===== config.mk =====
export PLATFORM = sky130hd
export DESIGN_NAME = fir_filter_mac
export DESIGN_NICKNAME = d
export VERILOG_FILES = /design/src/rtl/fir_pkg.sv /design/src/rtl/fir_round_sat.sv /design/src/rtl/fir_filter_mac.sv
export SDC_FILE = /design/constraint.sdc
export NUM_CORES = 1
export LEC_CHECK = 0
export ABC_AREA = 0
export CAP_MARGIN = 10
export CELL_PAD_IN_SITES_DETAIL_PLACEMENT = 0
export CELL_PAD_IN_SITES_GLOBAL_PLACEMENT = 1
export CORE_ASPECT_RATIO = 2
export CORE_MARGIN = 1.5
export CORE_UTILIZATION = 49
export CTS_CLUSTER_SIZE = 8
export DETAILED_ROUTE_END_ITERATION = 16
export GPL_ROUTABILITY_DRIVEN = 1
export PLACE_DENSITY = 0.88
export SKIP_CTS_REPAIR_TIMING = 1
export SYNTH_ARGS = -nofsm -noshare
export SYNTH_HDL_FRONTEND = slang
export SYNTH_SLANG_ARGS = --single-unit

===== constraint.sdc =====
create_clock -name clk -period 11.3 [get_ports clk]
set_input_delay 2.26 -clock clk [delete_from_list [all_inputs] [get_ports clk]]
set_output_delay 2.26 -clock clk [all_outputs]
set_load 0.005 [all_outputs]

===== src/rtl/fir_pkg.sv =====
// Shared types and elaboration-time helpers for the time-multiplexed FIR MAC filter.
package fir_pkg;

    typedef enum logic [1:0] {
        IDLE = 2'd0,
        MAC  = 2'd1,
        DONE = 2'd2
    } fir_state_e;

    // Full product width plus log2(ntaps) guard bits so the sum of all taps cannot overflow.
    function automatic int acc_width(input int data_w, input int coef_w, input int ntaps);
        return data_w + coef_w + $clog2(ntaps);
    endfunction

    function automatic logic [63:0] round_const(input int shift);
        return (shift > 0) ? (64'd1 << (shift - 1)) : 64'd0;
    endfunction

endpackage


===== src/rtl/fir_round_sat.sv =====
// Combinational output stage: round half toward +inf, arithmetic shift by SHIFT, saturate to OUT_W.
module fir_round_sat
    import fir_pkg::*;
#(
    parameter int ACC_W = 35,
    parameter int OUT_W = 16,
    parameter int SHIFT = 14
) (
    input  logic signed [ACC_W-1:0] acc,
    output logic signed [OUT_W-1:0] y
);

    // One extra bit so adding the rounding constant can never wrap.
    localparam int EXT_W = ACC_W + 1;
    localparam logic [63:0] RND = round_const(SHIFT);
    localparam logic signed [EXT_W-1:0] Y_MAX = {{(EXT_W-OUT_W+1){1'b0}}, {(OUT_W-1){1'b1}}};
    localparam logic signed [EXT_W-1:0] Y_MIN = {{(EXT_W-OUT_W+1){1'b1}}, {(OUT_W-1){1'b0}}};

    logic signed [EXT_W-1:0] sum;
    logic signed [EXT_W-1:0] shifted;

    always_comb begin
        sum     = {acc[ACC_W-1], acc} + $signed(EXT_W'(RND));
        shifted = sum >>> SHIFT;
        if (shifted > Y_MAX) begin
            y = Y_MAX[OUT_W-1:0];
        end else if (shifted < Y_MIN) begin
            y = Y_MIN[OUT_W-1:0];
        end else begin
            y = shifted[OUT_W-1:0];
        end
    end

endmodule


===== src/rtl/fir_filter_mac.sv =====
// Time-multiplexed FIR: one MAC walks NTAPS programmable taps per accepted sample.
// Input handshake: a sample is taken on a rising edge where x_valid=1 and x_ready=1; y_valid is a one-cycle strobe.
module fir_filter_mac
    import fir_pkg::*;
#(
    parameter int DATA_W = 16,
    parameter int COEF_W = 16,
    parameter int OUT_W  = 16,
    parameter int NTAPS  = 8,
    parameter int SHIFT  = 14
) (
    input  logic                       clk,
    input  logic                       reset,
    input  logic                       coef_we,
    input  logic [$clog2(NTAPS)-1:0]   coef_addr,
    input  logic signed [COEF_W-1:0]   coef_wdata,
    input  logic                       x_valid,
    output logic                       x_ready,
    input  logic signed [DATA_W-1:0]   x_in,
    output logic                       y_valid,
    output logic signed [OUT_W-1:0]    y_out
);

    localparam int ACC_W  = acc_width(DATA_W, COEF_W, NTAPS);
    localparam int IDX_W  = $clog2(NTAPS);
    localparam int PROD_W = DATA_W + COEF_W;
    localparam logic [IDX_W-1:0] LAST_IDX = IDX_W'(NTAPS - 1);

    fir_state_e                 state_q, state_d;
    logic [IDX_W-1:0]           idx_q, idx_d;
    logic signed [ACC_W-1:0]    acc_q, acc_d;
    logic signed [DATA_W-1:0]   dly_q [NTAPS];
    logic signed [DATA_W-1:0]   dly_d [NTAPS];
    logic signed [COEF_W-1:0]   coef_q [NTAPS];
    logic signed [COEF_W-1:0]   coef_d [NTAPS];
    logic                       x_ready_q, x_ready_d;
    logic                       y_valid_q, y_valid_d;
    logic signed [OUT_W-1:0]    y_out_q, y_out_d;
    logic signed [PROD_W-1:0]   prod;
    logic signed [OUT_W-1:0]    y_rnd;

    fir_round_sat #(
        .ACC_W (ACC_W),
        .OUT_W (OUT_W),
        .SHIFT (SHIFT)
    ) u_round_sat (
        .acc (acc_q),
        .y   (y_rnd)
    );

    always_comb begin
        state_d   = state_q;
        idx_d     = idx_q;
        acc_d     = acc_q;
        dly_d     = dly_q;
        coef_d    = coef_q;
        x_ready_d = x_ready_q;
        y_valid_d = 1'b0;
        y_out_d   = y_out_q;
        prod      = dly_q[idx_q] * coef_q[idx_q];

        case (state_q)
            IDLE: begin
                // A coefficient written alongside a sample is already visible to that sample's pass.
                if (coef_we) begin
                    coef_d[coef_addr] = coef_wdata;
                end
                if (x_valid) begin
                    for (int i = NTAPS - 1; i > 0; i--) begin
                        dly_d[i] = dly_q[i-1];
                    end
                    dly_d[0]  = x_in;
                    acc_d     = '0;
                    idx_d     = '0;
                    x_ready_d = 1'b0;
                    state_d   = MAC;
                end
            end
            MAC: begin
                acc_d = acc_q + {{(ACC_W-PROD_W){prod[PROD_W-1]}}, prod};
                idx_d = idx_q + IDX_W'(1);
                if (idx_q == LAST_IDX) begin
                    state_d = DONE;
                end
            end
            DONE: begin
                y_out_d   = y_rnd;
                y_valid_d = 1'b1;
                x_ready_d = 1'b1;
                state_d   = IDLE;
            end
            default: begin
                x_ready_d = 1'b1;
                state_d   = IDLE;
            end
        endcase
    end

    always_ff @(posedge clk) begin
        if (reset) begin
            state_q   <= IDLE;
            idx_q     <= '0;
            acc_q     <= '0;
            for (int i = 0; i < NTAPS; i++) begin
                dly_q[i]  <= '0;
                coef_q[i] <= '0;
            end
            coef_q[0] <= COEF_W'(1 << SHIFT);
            x_ready_q <= 1'b1;
            y_valid_q <= 1'b0;
            y_out_q   <= '0;
        end else begin
            state_q   <= state_d;
            idx_q     <= idx_d;
            acc_q     <= acc_d;
            dly_q     <= dly_d;
            coef_q    <= coef_d;
            x_ready_q <= x_ready_d;
            y_valid_q <= y_valid_d;
            y_out_q   <= y_out_d;
        end
    end

    assign x_ready = x_ready_q;
    assign y_valid = y_valid_q;
    assign y_out   = y_out_q;

endmodule


# After elaboration in Yosys (flattened, before gate mapping)
# Index checks and enable logic that the tools add are counted.
# totals
regBits	314
in_bits	39
out_inout_bits	18
wordCells	68
# op_classes
add_sub_neg	3
mul	1
magnitude_cmp	5
n_eq_ne	5
n_mux	21
bitwise_logic	3
reduce_logical	8
# ops
operator	count
128-bit bitwise mux	1
16-bit two-way mux	7
16-bit binary-select mux with 3-bit select	2
35-bit one-hot mux with 2 select lines	1
16-bit demux with 3-bit select	1
35-bit by 15-bit adder with 36-bit output, second input constant	1
35-bit adder	1
35-bit two-way mux	1
16-bit by 16-bit multiplier with 32-bit output	1
22-bit by 16-bit greater-than comparator with 1-bit output, second input constant	1
22-bit by 16-bit < comparator with 1-bit output, second input constant	1
2-bit AND reduction	5
4-bit greater-or-equal comparator, second input constant	2
3-bit NOT with 4-bit output	2
3-bit one-hot mux with 2 select lines	1
4-bit by 1-bit < comparator with 1-bit output, second input constant	1
2-bit two-way mux	2
2-bit != test, second input constant	2
2-bit one-hot mux with 2 select lines	1
3-bit by 1-bit adder with 3-bit output, second input constant	1
3-bit == test, second input constant	1
3-bit two-way mux	1
2-bit by 1-bit == test with 1-bit output, second input constant	1
2-bit == test, second input constant	1
other kinds (6)	7

# Depth between registers and ports, before layout
# logic_depth
ltp_word	7
depth_mapped	39
mapped_depth_nobuf	36

# Cells and area by module
# From an unflattened synthesis, not the netlist that was laid out.
# hier_totals
cells_unflattened	2891
area_unflattened_um2	24848.8
# modules_own_cells
module	instances	cells_per_inst	area_per_inst_um2	seq_area_each_um2
fir_filter_mac	1	2806	24148.2	6286.0
fir_round_sat	1	85	700.7	0.0

# Worst setup path after synthesis
# No wires, ideal clock.
# synth_timing
path_kind	flip-flop to flip-flop
from	register idx_q[0]
to	register acc_q[31]
setup_time_ns	0.116
t_arrival_ns	9.038
t_required_ns	11.184
slack_ns	2.146
path_stages_with_launch	36
n_path_buf	3
period_less_slack_ns	9.154
cell_sequence	dfxtp_1 > buf_2 > clkbuf_1 > clkbuf_1 > mux4_2 > mux2i_1 > nor2_1 > fa_1 > inv_1 > fa_1 > fa_1 > fa_1 > inv_1 > fa_1 > inv_1 > fa_1 > inv_1 > ha_1 > a21o_1 > a21oi_1 > o21bai_1 > a221oi_1 > o31ai_1 > o41ai_1 > o21bai_1 > a21oi_1 > xnor2_1 > ha_1 > nand3_1 > or3_1 > nor3_1 > a221o_1 > a31oi_4 > o2111ai_1 > o21ai_0 > a31o_2
# synth_between
elab_chain_cells	7
word_cells_on_any_way	10
cone_classes	add/sub: 1; mul: 1; mux: 7; bitwise: 1
# synth_rtl
element	line_no	text
start: declaration	fir_filter_mac.sv:30	logic [IDX_W-1:0] idx_q, idx_d;
start signal: assignment	fir_filter_mac.sv:114	idx_q <= idx_d;
3-bit NOT with 4-bit output (not written as such) *	fir_filter_mac.sv:60	prod = dly_q[idx_q] * coef_q[idx_q];
16-bit binary-select mux with 3-bit select	fir_filter_mac.sv:60	
16-bit two-way mux (not written as such) (2 in a row)	fir_filter_mac.sv:60	
16-bit by 16-bit multiplier with 32-bit output *	fir_filter_mac.sv:60	
35-bit adder *	fir_filter_mac.sv:80	acc_d = acc_q + {{(ACC_W-PROD_W){prod[PROD_W-1]}}, prod};
35-bit one-hot mux with 2 select lines *	fir_filter_mac.sv:62	case (state_q)
end signal: assignment	fir_filter_mac.sv:103	acc_q <= '0;
end signal: assignment	fir_filter_mac.sv:115	acc_q <= acc_d;
end: declaration	fir_filter_mac.sv:31	logic signed [ACC_W-1:0] acc_q, acc_d;
# Mark *: on every way between the ends. The rest lies on a longest branch, timed or not. The select of a mux whose other input is x is not followed.
# A chain may end at the register's enable or synchronous reset.

# Worst setup path in the final report
# layout_timing
from	register idx_q[0]
to	register acc_q[33]
# Same word-level chain as after synthesis.

==> out/results.tsv <==
stage	metric	value	unit
run_status	status	finished clean	
yosys	post-synthesis cell type count	66	
grt	GR Layer Usage met2	52.2	%
critical_path	Crit-path slowest cell	mux2i_1	
route	DRT Pass-1 Iters	5	
timing	Final Setup Violations	0	
critical_path	CP endpoint kind	flop	
placed_design	Routability Congestion	0.983	
placed_design	Port Buffer Count	56	
placed_design	Inst Count DP	3488	
yosys	Post-synth ARST share	0	%
route	DRC violations left	0	
layout	fill count	4677	
yosys	cell taking the most area after synthesis	dfxtp_1	
placed_design	pre-CTS worst setup slack	1.35	ns
yosys	sequential share of the synthesized area	25.3	%
route	Vias	20000	
grt	first-pass GRT wire length	111	mm
timing	Hold Fails Final Rpt	0	
floorplan	die span in y	321	um
yosys	Synth Flop Type	dfxtp_1	
timing	Max Slew Vio Count	0	
grt	grt met1 use	27.7	%
timing	Slew @ Worst Pin	1.25	ns
layout	sequential cell area	6290	sq um
critical_path	worst-path fanout max	43	
critical_path	CP most frequent cell	fa_1	
grt	Most Crowded Layer GR	met2	
critical_path	startpoint types	flop	
timing	hold slack	0.448	ns
timing	crit share post-route	87.8	%
power	Sequential Power Share	41.1	%
grt	initial antenna violation count	0	
timing	setup TNS	0	ns
clock_tree	Clk Latency, worst-skew pair	0.59	ns
yosys	count of mapped cells out of synthesis	2899	
layout	final std cells w/o fill	3541	
power	Power, Total	2.82	mW
clock_tree	clock slew at reported path FFs	0.05	ns
grt	largest net degree at the start of global routing	119	
power	P_sw	0.803	mW
power	cell-internal power	2.01	mW
yosys	Compound-Gate Fraction of Synth Area	10.5	%
yosys	Adder-Cell Fraction of Synth Area	27.2	%
route	Iteration-0 DRC Markers	1217	
timing	PnR worst setup slack	1.38	ns
floorplan	Core ar.	50100	sq um
timing	RSZ-0062 raised after global routing	no	
grt	GRT Util Overall	27.6	%
yosys	syn_area_per_cell	8.57	sq um
power	Sw Share	28.5	%
clock_tree	Root Buffer	clkbuf_16	
power	PwrDens	103	nW/um^2
floorplan	Cell Rows	116	
layout	multi-input gate area in the final layout	16700	sq um
layout	Diodes inserted	0	
power	Max VDD drop	0.000123	V
yosys	mux contribution to synthesized area	9.35	%
route	Post-DRT Antenna Nets	0	
yosys	EDFF count, synth	0	
yosys	post-synthesis register bit count	314	
route	vias per cell	5.65	
worst_hold_path	Hold Path Class	reg -> reg	
clock_tree	number of H-tree levels	2	
grt	met3 GRT Util	3.03	%
floorplan	Die Width	162	um
power	P_leak	11.6	nW
clock_tree	CTS Buffer Depth	3	
placed_design	DP HPWL	52.7	mm
timing	Max Freq	101	MHz
yosys	Netlist Area Pre-Place	24800	sq um
floorplan	Die ar.	52100	sq um
layout	design area	27200	sq um
critical_path	CP Class	reg -> reg	
clock_tree	clock sink count	314	
grt	vias in the first global route	21000	
layout	P&R area growth vs syn	9.53	%
floorplan	# IOs	57	
layout	layout cell share with drive strength beyond 1	7.23	%
critical_path	required time of the critical path	11.74	ns
timing	Setup Skew	0.0448	ns
yosys	proportion of netlist area held by the largest area contributor	25.3	%
yosys	Post-Synth Simple-Gate Area	17.5	%
layout	fin util	54.4	%
yosys	largest family of logic cells by synthesized area	adder cells	
power	clock group share of total power	43.6	%
yosys	area share of xor/xnor cells in the synthesized design	2.54	%
route	DR WL/cell	19.8	um
clock_tree	CTS tree	built	
yosys	Synth Net Count	3321	
yosys	warnings from Yosys	0	
clock_tree	CTS buffer count	45	
floorplan	Starting Density	49.6	%
placed_design	dpl cell area	26000	sq um
yosys	largest cells by area after synthesis	dfxtp_1 (25%), fa_1 (21%), nand2_1 (9.4%), ha_1 (6.0%), a21oi_1 (5.9%)	
power	combinational group share of total power	15.3	%
layout	fin nets	3308	
critical_path	Worst EP arrival	10.35	ns
timing	Slew HR	16.5	%
flow_run	max_cap viols	0	
route	WL final	70.0	mm
critical_path	Largest stage delay, worst path	0.75	ns
timing	Tmin final	9.92	ns
grt	GRT Residual Overflow	0	
## cell usage after synthesis, types with 25 or more instances
master	number
o21ai_0	31
nand2b_1	28
nand3_1	56
dfxtp_1	314
o21a_1	25
mux2i_1	61
nand2_1	624
fa_1	263
clkbuf_1	139
mux4_2	64
inv_1	339
nor3_1	32
a21o_1	26
ha_1	120
a21oi_1	293
xnor2_1	52
nor2_1	217
## area by class of cell
type | instances | share of cell area [%]
multi-input cells | 2089 | 61.3
flip-flops and latches | 314 | 23.1
clock inverters | 3 | 0.244
clock buffers | 50 | 4.32
inverters | 339 | 4.68
repair buffers | 97 | 3.30
well taps | 649 | 2.98
## state kept, by name, indices dropped and copies added, names as in the netlist
register / cells
acc_q: 35
state_q: 2
idx_q: 3
y_valid: 1
coef_q: 128
x_ready: 1
dly_q: 128
y_out: 16
## worst max-delay path: cells and delay by family, from the launching register on
family,cells,cell delay [ns]
muxes,3,1.45
and+or+nand+nor,3,0.56
buffers and inverters,4,0.49
DFF,1,0.50
xor gates and xnor gates,1,0.16
AOI/OAI and AO/OA,11,2.74
adders and majority gates,8,3.82
## cells in the final DEF (no fill, tap or decap), drive strengths merged, types with 24 or more instances in the layout
| cell type | netlist | layout |
|---|---|---|
| nand2b | 28 | 28 |
| inv | 339 | 340 |
| a21o | 26 | 26 |
| a21oi | 294 | 294 |
| mux2 | 24 | 24 |
| mux4 | 64 | 64 |
| nor2 | 217 | 217 |
| nand2 | 624 | 624 |
| ha | 120 | 120 |
| mux2i | 61 | 61 |
| dfxtp | 314 | 314 |
| clkdlybuf4s50 | 0 | 55 |
| o21ai | 35 | 35 |
| buf | 18 | 42 |
| fa | 263 | 263 |
| clkbuf | 139 | 50 |
| nand3 | 56 | 56 |
| o21a | 25 | 25 |
| xnor2 | 52 | 52 |
| nor3 | 33 | 33 |
## cell families after synthesis
family | after synthesis
AO/OA/AOI/OAI | 445
buffers and inverters | 496
flip-flops | 314
multiplexers | 149
AND/OR/NAND/NOR | 1040
adder cells (fa/ha/maj) | 383
XOR/XNOR | 72
## power by group through the flow
| stage | logic, mW | registers, mW | clock network (mW) |
|---|---|---|---|
| after detailed placement | 0.428 | 1.18 | 0 |
| final | 0.431 | 1.16 | 1.23 |
| after global routing | 0.474 | 1.16 | 1.30 |
| after floorplan | 0.305 | 1.17 | 0 |
| after global placement | 0.418 | 1.18 | 0 |
| after CTS | 0.430 | 1.16 | 1.26 |
## routing by layer
layer | share of wire [%] | wire length, um | vias up
li1 | - | - | 9312
met1 | 35 | 24300 | 9926
met2 | 54 | 38000 | 542
met3 | 3.7 | 2570 | 221
met4 | 7.5 | 5260 | 0
met5 | 0 | 0 | -
## final timing paths
path	endpoint	startpoint	cells past startpoint	slack [ns]
worst max-delay path	acc_q[33]	idx_q[0]	30	1.38
worst min-delay path	coef_q[27]	coef_q[27]	2	0.45
worst max register to register	acc_q[33]	idx_q[0]	30	1.38
worst min register to register	coef_q[27]	coef_q[27]	2	0.45
No activity file was read; power rests on OpenSTA's default activity.
